[src/rtl/frame_rd_pkg.sv]
// Shared types and helpers for the frame buffer read stage.
//   state_t     : read stage FSM encoding (IDLE / STREAM / DRAIN)
//   ASSERT_*    : polarity constants for active-low / active-high strobes
//   clog2       : elaboration-time ceil(log2(value))
package frame_rd_pkg;

  typedef enum logic [1:0] {
    IDLE   = 2'd0,
    STREAM = 2'd1,
    DRAIN  = 2'd2
  } state_t;

  localparam logic ASSERT_L   = 1'b0;
  localparam logic DEASSERT_L = 1'b1;
  localparam logic ASSERT_H   = 1'b1;
  localparam logic DEASSERT_H = 1'b0;

  function automatic int clog2(input int value);
    int r;
    r = 0;
    while ((1 << r) < value) r = r + 1;
    return r;
  endfunction

endpackage

[src/rtl/pix_fifo.sv]
// Synchronous first-word-fall-through FIFO for returned pixel data.
//   clk, reset : clock, synchronous active-low reset (empties the FIFO)
//   push, din  : write request and data; accepted when not full, or when
//                full and a pop happens in the same cycle
//   pop        : read request; ignored while empty
//   dout       : head entry, valid whenever empty is low
//   empty/full : status flags; count is the exact number of entries
module pix_fifo
  import frame_rd_pkg::*;
#(
  parameter int DATA_WIDTH = 32,
  parameter int FIFO_DEPTH = 16
) (
  input  logic                           clk,
  input  logic                           reset,
  input  logic                           push,
  input  logic                           pop,
  input  logic [DATA_WIDTH-1:0]          din,
  output logic [DATA_WIDTH-1:0]          dout,
  output logic                           empty,
  output logic                           full,
  output logic [clog2(FIFO_DEPTH):0]     count
);

  localparam int AW = clog2(FIFO_DEPTH);
  localparam int CW = AW + 1;
  localparam logic [CW-1:0] DEPTH_C = CW'(FIFO_DEPTH);

  logic [DATA_WIDTH-1:0] mem [FIFO_DEPTH];
  logic [AW-1:0]         wr_ptr, rd_ptr;
  logic [CW-1:0]         cnt;
  logic                  do_push, do_pop;

  assign do_pop  = pop & (cnt != '0);
  // A full FIFO still takes a write when the head leaves in the same cycle.
  assign do_push = push & ((cnt != DEPTH_C) | do_pop);

  always_ff @(posedge clk) begin
    if (do_push) mem[wr_ptr] <= din;
  end

  always_ff @(posedge clk) begin
    if (!reset) begin
      wr_ptr <= '0;
      rd_ptr <= '0;
      cnt    <= '0;
    end else begin
      if (do_push) wr_ptr <= wr_ptr + AW'(1);
      if (do_pop)  rd_ptr <= rd_ptr + AW'(1);
      case ({do_push, do_pop})
        2'b10:   cnt <= cnt + CW'(1);
        2'b01:   cnt <= cnt - CW'(1);
        default: cnt <= cnt;
      endcase
    end
  end

  assign dout  = mem[rd_ptr];
  assign empty = (cnt == '0);
  assign full  = (cnt == DEPTH_C);
  assign count = cnt;

endmodule

[src/rtl/frame_rd_stage.sv]
// Frame buffer read-side consumer.
// Issues reads toward the frame buffer with an active-low, registered rd_en_n
// under credit control (FIFO entries plus reads still in flight), captures the
// returned Avalon beats in a FWFT FIFO and presents them as a valid/ready pixel
// stream tagged with start/end of frame.
//   clk, reset        : clock, synchronous active-low reset
//   start             : level; keep streaming frames while high
//   rd_en_n           : read request to the frame buffer (active low)
//   avl_read_req/ready: observed to count issued reads
//   avl_rdata_valid/avl_rdata : returned read data
//   rd_done           : frame buffer end-of-frame pulse, cross-checked
//   pix_valid/ready/data/sof/eof : pixel stream
//   frame_done        : pulse the cycle after the last pixel handshake
//   ovf, sync_err     : sticky error flags, cleared only by reset
module frame_rd_stage
  import frame_rd_pkg::*;
#(
  parameter int DATA_WIDTH   = 32,
  parameter int FIFO_DEPTH   = 16,
  parameter int FRAME_PIXELS = 307200,
  parameter int SLACK        = 2
) (
  input  logic                  clk,
  input  logic                  reset,
  input  logic                  start,
  output logic                  rd_en_n,
  input  logic                  avl_read_req,
  input  logic                  avl_ready,
  input  logic                  avl_rdata_valid,
  input  logic [DATA_WIDTH-1:0] avl_rdata,
  input  logic                  rd_done,
  output logic                  pix_valid,
  input  logic                  pix_ready,
  output logic [DATA_WIDTH-1:0] pix_data,
  output logic                  pix_sof,
  output logic                  pix_eof,
  output logic                  frame_done,
  output logic                  ovf,
  output logic                  sync_err
);

  localparam int CW = clog2(FIFO_DEPTH) + 1;
  // Wide enough that fifo count + outstanding + SLACK cannot wrap.
  localparam int OW = CW + 2;
  // Frame counters must be able to hold FRAME_PIXELS itself.
  localparam int PW = clog2(FRAME_PIXELS + 1);

  localparam logic [PW-1:0] FP_L    = PW'(FRAME_PIXELS);
  localparam logic [PW-1:0] FP_LAST = PW'(FRAME_PIXELS - 1);
  localparam logic [OW-1:0] SLACK_W = OW'(SLACK);
  localparam logic [OW-1:0] DEPTH_W = OW'(FIFO_DEPTH);

  state_t        state, state_nx;
  logic [PW-1:0] req_cnt, req_nx, pix_cnt, pix_nx;
  logic [CW-1:0] outst, outst_nx, fifo_count, fifo_cnt_nx;
  logic [OW-1:0] occ_w;
  logic          fifo_empty, fifo_full;
  logic          issue, ret, pop, push_ok, ret_dec;
  logic          ovf_set, sync_set, rd_en_n_nx, frame_done_nx;

  pix_fifo #(
    .DATA_WIDTH (DATA_WIDTH),
    .FIFO_DEPTH (FIFO_DEPTH)
  ) u_fifo (
    .clk   (clk),
    .reset (reset),
    .push  (push_ok),
    .pop   (pop),
    .din   (avl_rdata),
    .dout  (pix_data),
    .empty (fifo_empty),
    .full  (fifo_full),
    .count (fifo_count)
  );

  assign pix_valid = ~fifo_empty;
  assign pix_sof   = pix_valid & (pix_cnt == '0);
  assign pix_eof   = pix_valid & (pix_cnt == FP_LAST);

  always_comb begin
    issue    = avl_read_req & avl_ready & (state != IDLE);
    ret      = avl_rdata_valid & (state != IDLE);
    pop      = pix_valid & pix_ready;
    push_ok  = ret & (~fifo_full | pop);
    ovf_set  = ret & fifo_full & ~pop;
    // A beat with nothing in flight is an error; outstanding never goes negative.
    ret_dec  = ret & (outst != '0);
    sync_set = (ret & (outst == '0)) |
               (rd_done & (req_cnt != FP_L) & (state != DRAIN));

    outst_nx    = outst + CW'(issue) - CW'(ret_dec);
    fifo_cnt_nx = fifo_count + CW'(push_ok) - CW'(pop);

    req_nx = req_cnt;
    if (issue && (state == STREAM) && (req_cnt < FP_L)) req_nx = req_cnt + PW'(1);
    pix_nx = pix_cnt;
    if (pop && (pix_cnt < FP_L)) pix_nx = pix_cnt + PW'(1);

    state_nx      = state;
    frame_done_nx = DEASSERT_H;
    case (state)
      IDLE:   if (start) state_nx = STREAM;
      STREAM: if (req_nx == FP_L) state_nx = DRAIN;
      DRAIN: begin
        if (pix_nx == FP_L) begin
          frame_done_nx = ASSERT_H;
          req_nx        = '0;
          pix_nx        = '0;
          state_nx      = start ? STREAM : IDLE;
        end
      end
      default: state_nx = IDLE;
    endcase

    // Credit check uses the post-edge occupancy (this cycle's issue, return
    // and pop included) so the registered rd_en_n never over-requests; SLACK
    // covers the frame buffer's own request latency.
    occ_w      = OW'(fifo_cnt_nx) + OW'(outst_nx) + SLACK_W;
    rd_en_n_nx = ((state_nx == STREAM) && (occ_w < DEPTH_W) && (req_nx < FP_L))
                 ? ASSERT_L : DEASSERT_L;
  end

  always_ff @(posedge clk) begin
    if (!reset) begin
      state      <= IDLE;
      req_cnt    <= '0;
      pix_cnt    <= '0;
      outst      <= '0;
      rd_en_n    <= DEASSERT_L;
      frame_done <= DEASSERT_H;
      ovf        <= 1'b0;
      sync_err   <= 1'b0;
    end else begin
      state      <= state_nx;
      req_cnt    <= req_nx;
      pix_cnt    <= pix_nx;
      outst      <= outst_nx;
      rd_en_n    <= rd_en_n_nx;
      frame_done <= frame_done_nx;
      ovf        <= ovf | ovf_set;
      sync_err   <= sync_err | sync_set;
    end
  end

endmodule

[config.mk]
export PLATFORM = sky130hd
export DESIGN_NAME = frame_rd_stage
export DESIGN_NICKNAME = d
export VERILOG_FILES = /design/src/rtl/frame_rd_pkg.sv /design/src/rtl/pix_fifo.sv /design/src/rtl/frame_rd_stage.sv
export SDC_FILE = /design/constraint.sdc
export NUM_CORES = 1
export LEC_CHECK = 0
export ABC_AREA = 1
export CAP_MARGIN = 20
export CORE_MARGIN = 2
export CORE_UTILIZATION = 30
export CTS_CLUSTER_DIAMETER = 40
export DETAILED_ROUTE_END_ITERATION = 8
export GPL_ROUTABILITY_DRIVEN = 0
export PLACE_DENSITY_LB_ADDON = 0.12
export REMOVE_ABC_BUFFERS = 1
export SYNTH_ARGS = -nofsm -noshare
export SYNTH_HDL_FRONTEND = slang
export SYNTH_SLANG_ARGS = --single-unit
[constraint.sdc]
create_clock -name clk -period 6.25 [get_ports clk]
set_input_delay 1.875 -clock clk [delete_from_list [all_inputs] [get_ports clk]]
set_output_delay 1.875 -clock clk [all_outputs]
set_load 0.02 [all_outputs]
==> After elaboration in Yosys (flattened, before gate mapping) <==
Memory sizes are Yosys's and may differ from the RTL's. A register that Yosys moved wholly into a read port is not among the register bits.
Index checks and enable logic that the tools add are counted.
{ "totals": {"wordCells": 95, "input_bits": 40, "memories": 1, "reg_bits": 62, "mem_bits_rw": 512, "rom_bits": 0, "latch_bits": 0} }
{ "mem_list": {"columns": ["memory", "depth", "word_bits", "rd", "rd_clocked_by_memory_dff", "wr", "line_no", "source"], "rows": [
  ["u_fifo.mem", 16, 32, 1, 1, 1, "pix_fifo.sv:29", "logic [DATA_WIDTH-1:0] mem [FIFO_DEPTH];"]
]} }
{ "op_classes": {"n_reduce_logical": 14, "div": 0, "order_cmp": 4, "n_bitwise": 23, "eq_ne": 12, "multipliers": 0, "muxes": 18, "n_shift": 0, "add_sub_neg": 12} }
{ "op_table": {"columns": ["cell", "n"], "rows": [
  ["two-way mux 19 bit", 6],
  ["== test 19 bit (second input constant)", 3],
  ["less-than comparator 19 bit (second input constant)", 3],
  ["adder 19 x 1 -> 19 bit (second input constant)", 2],
  ["zero test 19 bit", 1],
  ["!= test 19 bit (second input constant)", 1],
  ["bitwise AND 1 bit", 15],
  ["adder 5 x 1 -> 5 bit", 2],
  ["zero test 5 bit", 2],
  ["case mux 5 bit (2 select lines)", 1],
  ["nonzero test 5 bit", 2],
  ["subtractor 5 x 1 -> 5 bit", 2],
  ["adder 4 x 1 -> 4 bit (second input constant)", 2],
  ["two-way mux 4 bit", 2],
  ["adder 6 x 2 -> 7 bit (second input constant)", 1],
  ["less-than comparator 7 x 5 -> 1 bit (second input constant)", 1],
  ["adder 5 x 5 -> 6 bit", 1],
  ["== test 2 x 1 -> 1 bit (second input constant)", 3],
  ["two-way mux 2 bit", 3],
  ["case mux 2 bit (3 select lines)", 1],
  ["adder 5 x 1 -> 5 bit (second input constant)", 1],
  ["== test 5 bit (second input constant)", 1],
  ["logical AND 1 bit", 5],
  ["two-way mux 1 bit", 5],
  ["9 further kinds", 17]
]} }

==> Depth between registers and ports, before layout <==
{ "depth": {"word_depth": 13, "mapped_depth": 21, "mapped_depth_nobuf": 21} }

==> Modules after synthesis <==
A second synthesis with hierarchy kept.
{ "hier_totals": {"cells_unflattened": 2357, "hier_area_um2": 25569.5} }
{ "modules_own_cells": {"columns": ["mod", "cells_per_inst", "n_inst", "area_per_inst_um2"], "rows": [
  ["pix_fifo", 1744, 1, 21810.9],
  ["frame_rd_stage", 613, 1, 3758.6]
]} }

==> Worst setup path after synthesis <==
Ideal clock, no wire load.
{ "synth_timing": {"kind": "input port to flip-flop", "startpoint": "input avl_rdata_valid", "endpoint": "register rd_en_n", "path_stages": 18, "arrival_ps": 4319, "slack_ps": 1816, "required_ps": 6136, "path_buffers": 0, "path_cell_list": "nand2_1 > nor2_1 > ha_1 > inv_1 > ha_1 > fa_1 > nand2_1 > inv_1 > nor2_1 > o21bai_1 > xnor2_1 > ha_1 > ha_1 > nor3_1 > and3_1 > nand2_1 > nor2_1 > nand2_1"} }
{ "synth_rtl": {"columns": ["item", "line_no", "source"], "rows": [
  ["from (decl)", "frame_rd_stage.sv:29", "input logic avl_rdata_valid,"],
  ["bitwise AND 1 bit", "frame_rd_stage.sv:82", "ret = avl_rdata_valid & (state != IDLE);"],
  ["bitwise AND 1 bit", "frame_rd_stage.sv:87", "ret_dec = ret & (outst != '0);"],
  ["subtractor 5 x 1 -> 5 bit", "frame_rd_stage.sv:91", "outst_nx = outst + CW'(issue) - CW'(ret_dec);"],
  ["named net outst_nx[4]", "frame_rd_stage.sv:55", "logic [CW-1:0] outst, outst_nx, fifo_count, fifo_cnt_nx;"],
  ["adder 5 x 5 -> 6 bit", "frame_rd_stage.sv:118", "occ_w = OW'(fifo_cnt_nx) + OW'(outst_nx) + SLACK_W;"],
  ["adder 6 x 2 -> 7 bit", "frame_rd_stage.sv:118", null],
  ["less-than comparator 7 x 5 -> 1 bit", "frame_rd_stage.sv:119", "rd_en_n_nx = ((state_nx == STREAM) && (occ_w < DEPTH_W) && (req_nx < FP_L))"],
  ["logical AND 1 bit (2 in series)", "frame_rd_stage.sv:119", null],
  ["two-way mux 1 bit", "frame_rd_stage.sv:120", "? ASSERT_L : DEASSERT_L;"],
  ["to (signal assigned)", "frame_rd_stage.sv:138", "rd_en_n <= rd_en_n_nx;"],
  ["to (decl)", "frame_rd_stage.sv:26", "output logic rd_en_n,"]
]} }
The timed path passes the listed nets, and every way through them passes these cells.
A chain may end at the register's enable or synchronous reset.

==> impl.org <==
** Outcome
- The flow ran to the end, and the final reports show no timing, DRC or antenna violations.

** Finish
- Final net count :: 2271
- Fraction of final layout cells sized beyond drive strength 1 :: 10.90%
- The repair_antennas step left the layout with diodes totalling 0.
- Signed area change from the synthesized netlist to the final layout :: 23.84%
- Once layout is complete, the utilization of the core stands at 37.51%.
- The layout has 7888 filler cells.
- Post-route design area :: 0.03080 mm²

** Pwr
- VDD IR-drop max :: 226.0 µV
- Sequential share of power :: 33.6%
- Total power after layout :: 13.04 mW
- Share of total power in the clock network :: 44.9%
- Net switching power of the design :: 3.772 mW
- Static leakage power :: 10.83 nW
- Power share of the combinational group :: 21.4%
- Switching part of the total :: 28.92%
- Internal power of the cells :: 9.272 mW
- In this run the power density over the cells is 423.5 mW/mm².

** Synthesis
- Number of unique standard cell types used by synthesis :: 43
- Most common cell in the netlist :: edfxtp_1
- Most frequently used flop master after synthesis :: edfxtp_1
- Averaged over all synthesized cells, the footprint is 11.95 µm².
- In the post-synthesis netlist, the biggest area contributors are edfxtp_1, dfxtp_1, mux2i_1, o211ai_1, nand2_1.
- Share of flip-flops with an asynchronous set or reset :: 0%
- Synthesis inferred 578 register bits.
- Ranking of synthesized cells by instance count :: edfxtp_1, nand2_1, inv_1
- Post-synthesis instance total :: 2082
- Yosys printed 0 warnings.
- Post-synth EDFFs :: 512
- Cell Area, Synth :: 0.02487 mm²
- Sequential share of the synthesized area :: 67.13%
- Cell taking the most area after synthesis :: edfxtp_1
- Share of the synthesized area in the top cell type :: 61.81%

** Setup path
- STA puts the critical path data arrival time at 3440 ps.
- At the worst endpoint, the required time is 4380 ps.
- The critical path goes through clkinv_2 > buf_4 > o211ai_1 > nand3_1 > nand2_1 > clkdlybuf4s50_1.
- The endpoint identified for the worst register-to-register timing path is rd_en_n.
- Startpoint class of the critical path :: flip-flop
- For this run, the slowest stage of the critical path takes 720 ps.
- The slowest stage of the critical path belongs to the cell dfxtp_4.
- R2r worst-path depth :: 20
- Setup slack on the worst reg-to-reg path comes out at 2450 ps.
- In this run the critical register-to-register path is launched from u_fifo.count[3].
- The worst setup path is of the reg -> out kind.
- Maximum fanout along the worst path :: 40
- STA classifies the critical path endpoint as a primary output.

** CTS
- Maximum root-to-sink buffer count :: 3
- Clock sinks :: 578
- After clock tree synthesis, the flow added hold-fix buffers numbering 0.
- Total CTS buffers :: 106
- Buffers added to address setup during post-CTS repair amount to 0.
- Number of levels the H-tree was split into :: 3
- For the worst-skew pair, the clock arrives at the later sink with an insertion delay of 650 ps.
- TritonCTS built the clock tree.
- Root Buffer :: clkbuf_16
- Clock-pin slew was measured on the worst setup and hold paths at 50 ps.
- The number of gates resized after CTS was 0.

** STA
- Unrepaired setup endpoints after global routing :: false
- For this run, the top clock speed supported by timing is 188.2 MHz.
- The number of hold-slack violations in the final timing report was 0.
- Headroom to the max-slew limit came out at 39.97%.
- For the pin with the worst max-slew slack, the measured transition is 898.4 ps.
- Final setup vio count :: 0
- Of the available clock period, the critical path in the final layout requires 85.01%.
- Fin Setup TNS :: 0 ps
- Worst clock skew :: 34.69 ps
- The total count of max-transition violations in the final report is 0.
- Final critical-path required period :: 5313 ps

** Min path
- The path with the worst hold slack has its endpoint at ovf.
- Hold Path Class :: reg -> reg
- The worst hold path begins at ovf.
- Min-Delay Path Depth :: 2

** Floorplanning
- The die is 291.9 µm wide.
- Die footprint :: 0.08523 mm²
- Area of the core :: 0.08211 mm²
- In this run the vertical extent of the chip is 291.9 µm.
- Row generation in the floorplan step produced 105 rows.
- Number of ports placed on the die boundary :: 79
- Starting utilization of the core area :: 30.29%

** Global routing
- The first global-routing pass estimated 100700 µm of wire.
- The number of global-route vias before repair is 16150.
- For this run the aggregate overflow at the end of global routing stands at 0.
- The initial antenna violation count was 2.
- Across every metal layer, demand over resource in global routing totals 15.66%.
- Entering global routing, the biggest net connects 129 pins.

** Drt
- DR DRC count :: 0
- For this block, the via count after detailed routing is 15850.
- Dividing the detail-routed wire length by the instance count gives 19.73 µm.
- Count of routing violations after the opening detailed-route iteration :: 887
- In this run the remaining antenna-violating nets after routing total 0.
- Length of the first detailed-routing pass in iterations :: 5
- Number of vias per cell :: 4.724
- Total wire length after detailed routing :: 66200 µm

** Place
- During placement, the flow inserted port buffers numbering 78.
- After detailed placement, the total cell area comes to 0.02711 mm².
- Summed over all nets, the half-perimeter wirelength after detailed placement is 36010 µm.

** Flow run
- Count of maximum capacitance violations :: 0
-- critical path: cells and delay by family (launching register included) --
family | cells | cell delay, ps
AO/OA/AOI/OAI | 1 | 180
buffers and inverters | 3 | 1570
AND/OR/NAND/NOR | 2 | 270
flip-flops | 1 | 720
-- power groups by stage --
stage	Combinational [mW]	Clock (mW)	Sequential (mW)
after floorplan	1.91	0	4.67
after global placement	2.87	0	4.46
after detailed placement	2.85	0	4.46
after CTS	2.87	5.99	4.39
after global routing	3.16	6.18	4.40
final	2.80	5.86	4.39
-- cell usage in the layout, fill, tap and decap left out, types with 17 or more instances in the layout --
cell / count
ha_1: 32
nor2_1: 112
o211ai_1: 128
a21oi_1: 155
clkbuf_16: 106
edfxtp_1: 512
mux2i_1: 128
clkinv_1: 20
nand4_1: 26
nand3_1: 81
inv_1: 233
bufinv_16: 19
buf_12: 17
dfxtp_1: 62
o21ai_0: 170
clkdlybuf4s50_1: 78
nor2_4: 20
nand2_1: 240
-- flip-flops by register name, indices dropped and copies added (netlist names), named ones only --
name and count:
u_fifo.mem 512, pix_cnt 19, req_cnt 19, outst 5
u_fifo.count 5, u_fifo.rd_ptr 4, u_fifo.wr_ptr 4, state 2
frame_done 1, ovf 1, rd_en_n 1, sync_err 1
-- layout make-up --
cell class	instances	area, µm²	area share, %
Inverter	244	922.1	2.994
Sequential cell	578	16710	54.24
Multi-Input combinational cell	1156	6912	22.44
Timing Repair Buffer	110	1234	4.005
Clock inverter	76	979.7	3.180
Clock buffer	121	2709	8.794
Tap cell	1070	1339	4.346
-- kinds of logic (layout without fill, tap and decap cells) --
group | after synthesis | after routing | synth area share (%)
multiplexers | 128 | 128 | 5.151
XOR/XNOR | 18 | 18 | 0.6338
adder cells (fa/ha/maj) | 35 | 35 | 1.851
flip-flops | 578 | 578 | 67.13
buffers and inverters | 348 | 551 | 5.569
AO/OA/AOI/OAI | 462 | 462 | 10.69
AND/OR/NAND/NOR | 513 | 513 | 8.974
-- stage by stage --
step	worst slack, ps	hold slack [ps]	std cells
after floorplan	-4820	435.6	1978
after global placement	972.8	453.2	3158
after detailed placement	903.7	468.8	3158
after CTS	820.5	483.4	3355
after global routing	719.9	521.4	3355
final	936.7	473.6	3355
-- worst max path at each step --
stage                               to  cells past startpoint
after floorplan           pix_data[15]                      4
after global placement         rd_en_n                     18
after detailed placement       rd_en_n                     18
after CTS                 pix_data[10]                      6
after global routing      pix_data[10]                      6
final                     pix_data[10]                      6
-- layer usage --
layer,vias up,track usage [%],wire [µm]
met5,-,0,24
met4,4,4.363,1416
met3,112,3.083,2642
met2,276,26.47,31880
met1,7761,20.42,30230
li1,7695,-,-
Note: power is estimated with default switching activity, not from simulation.
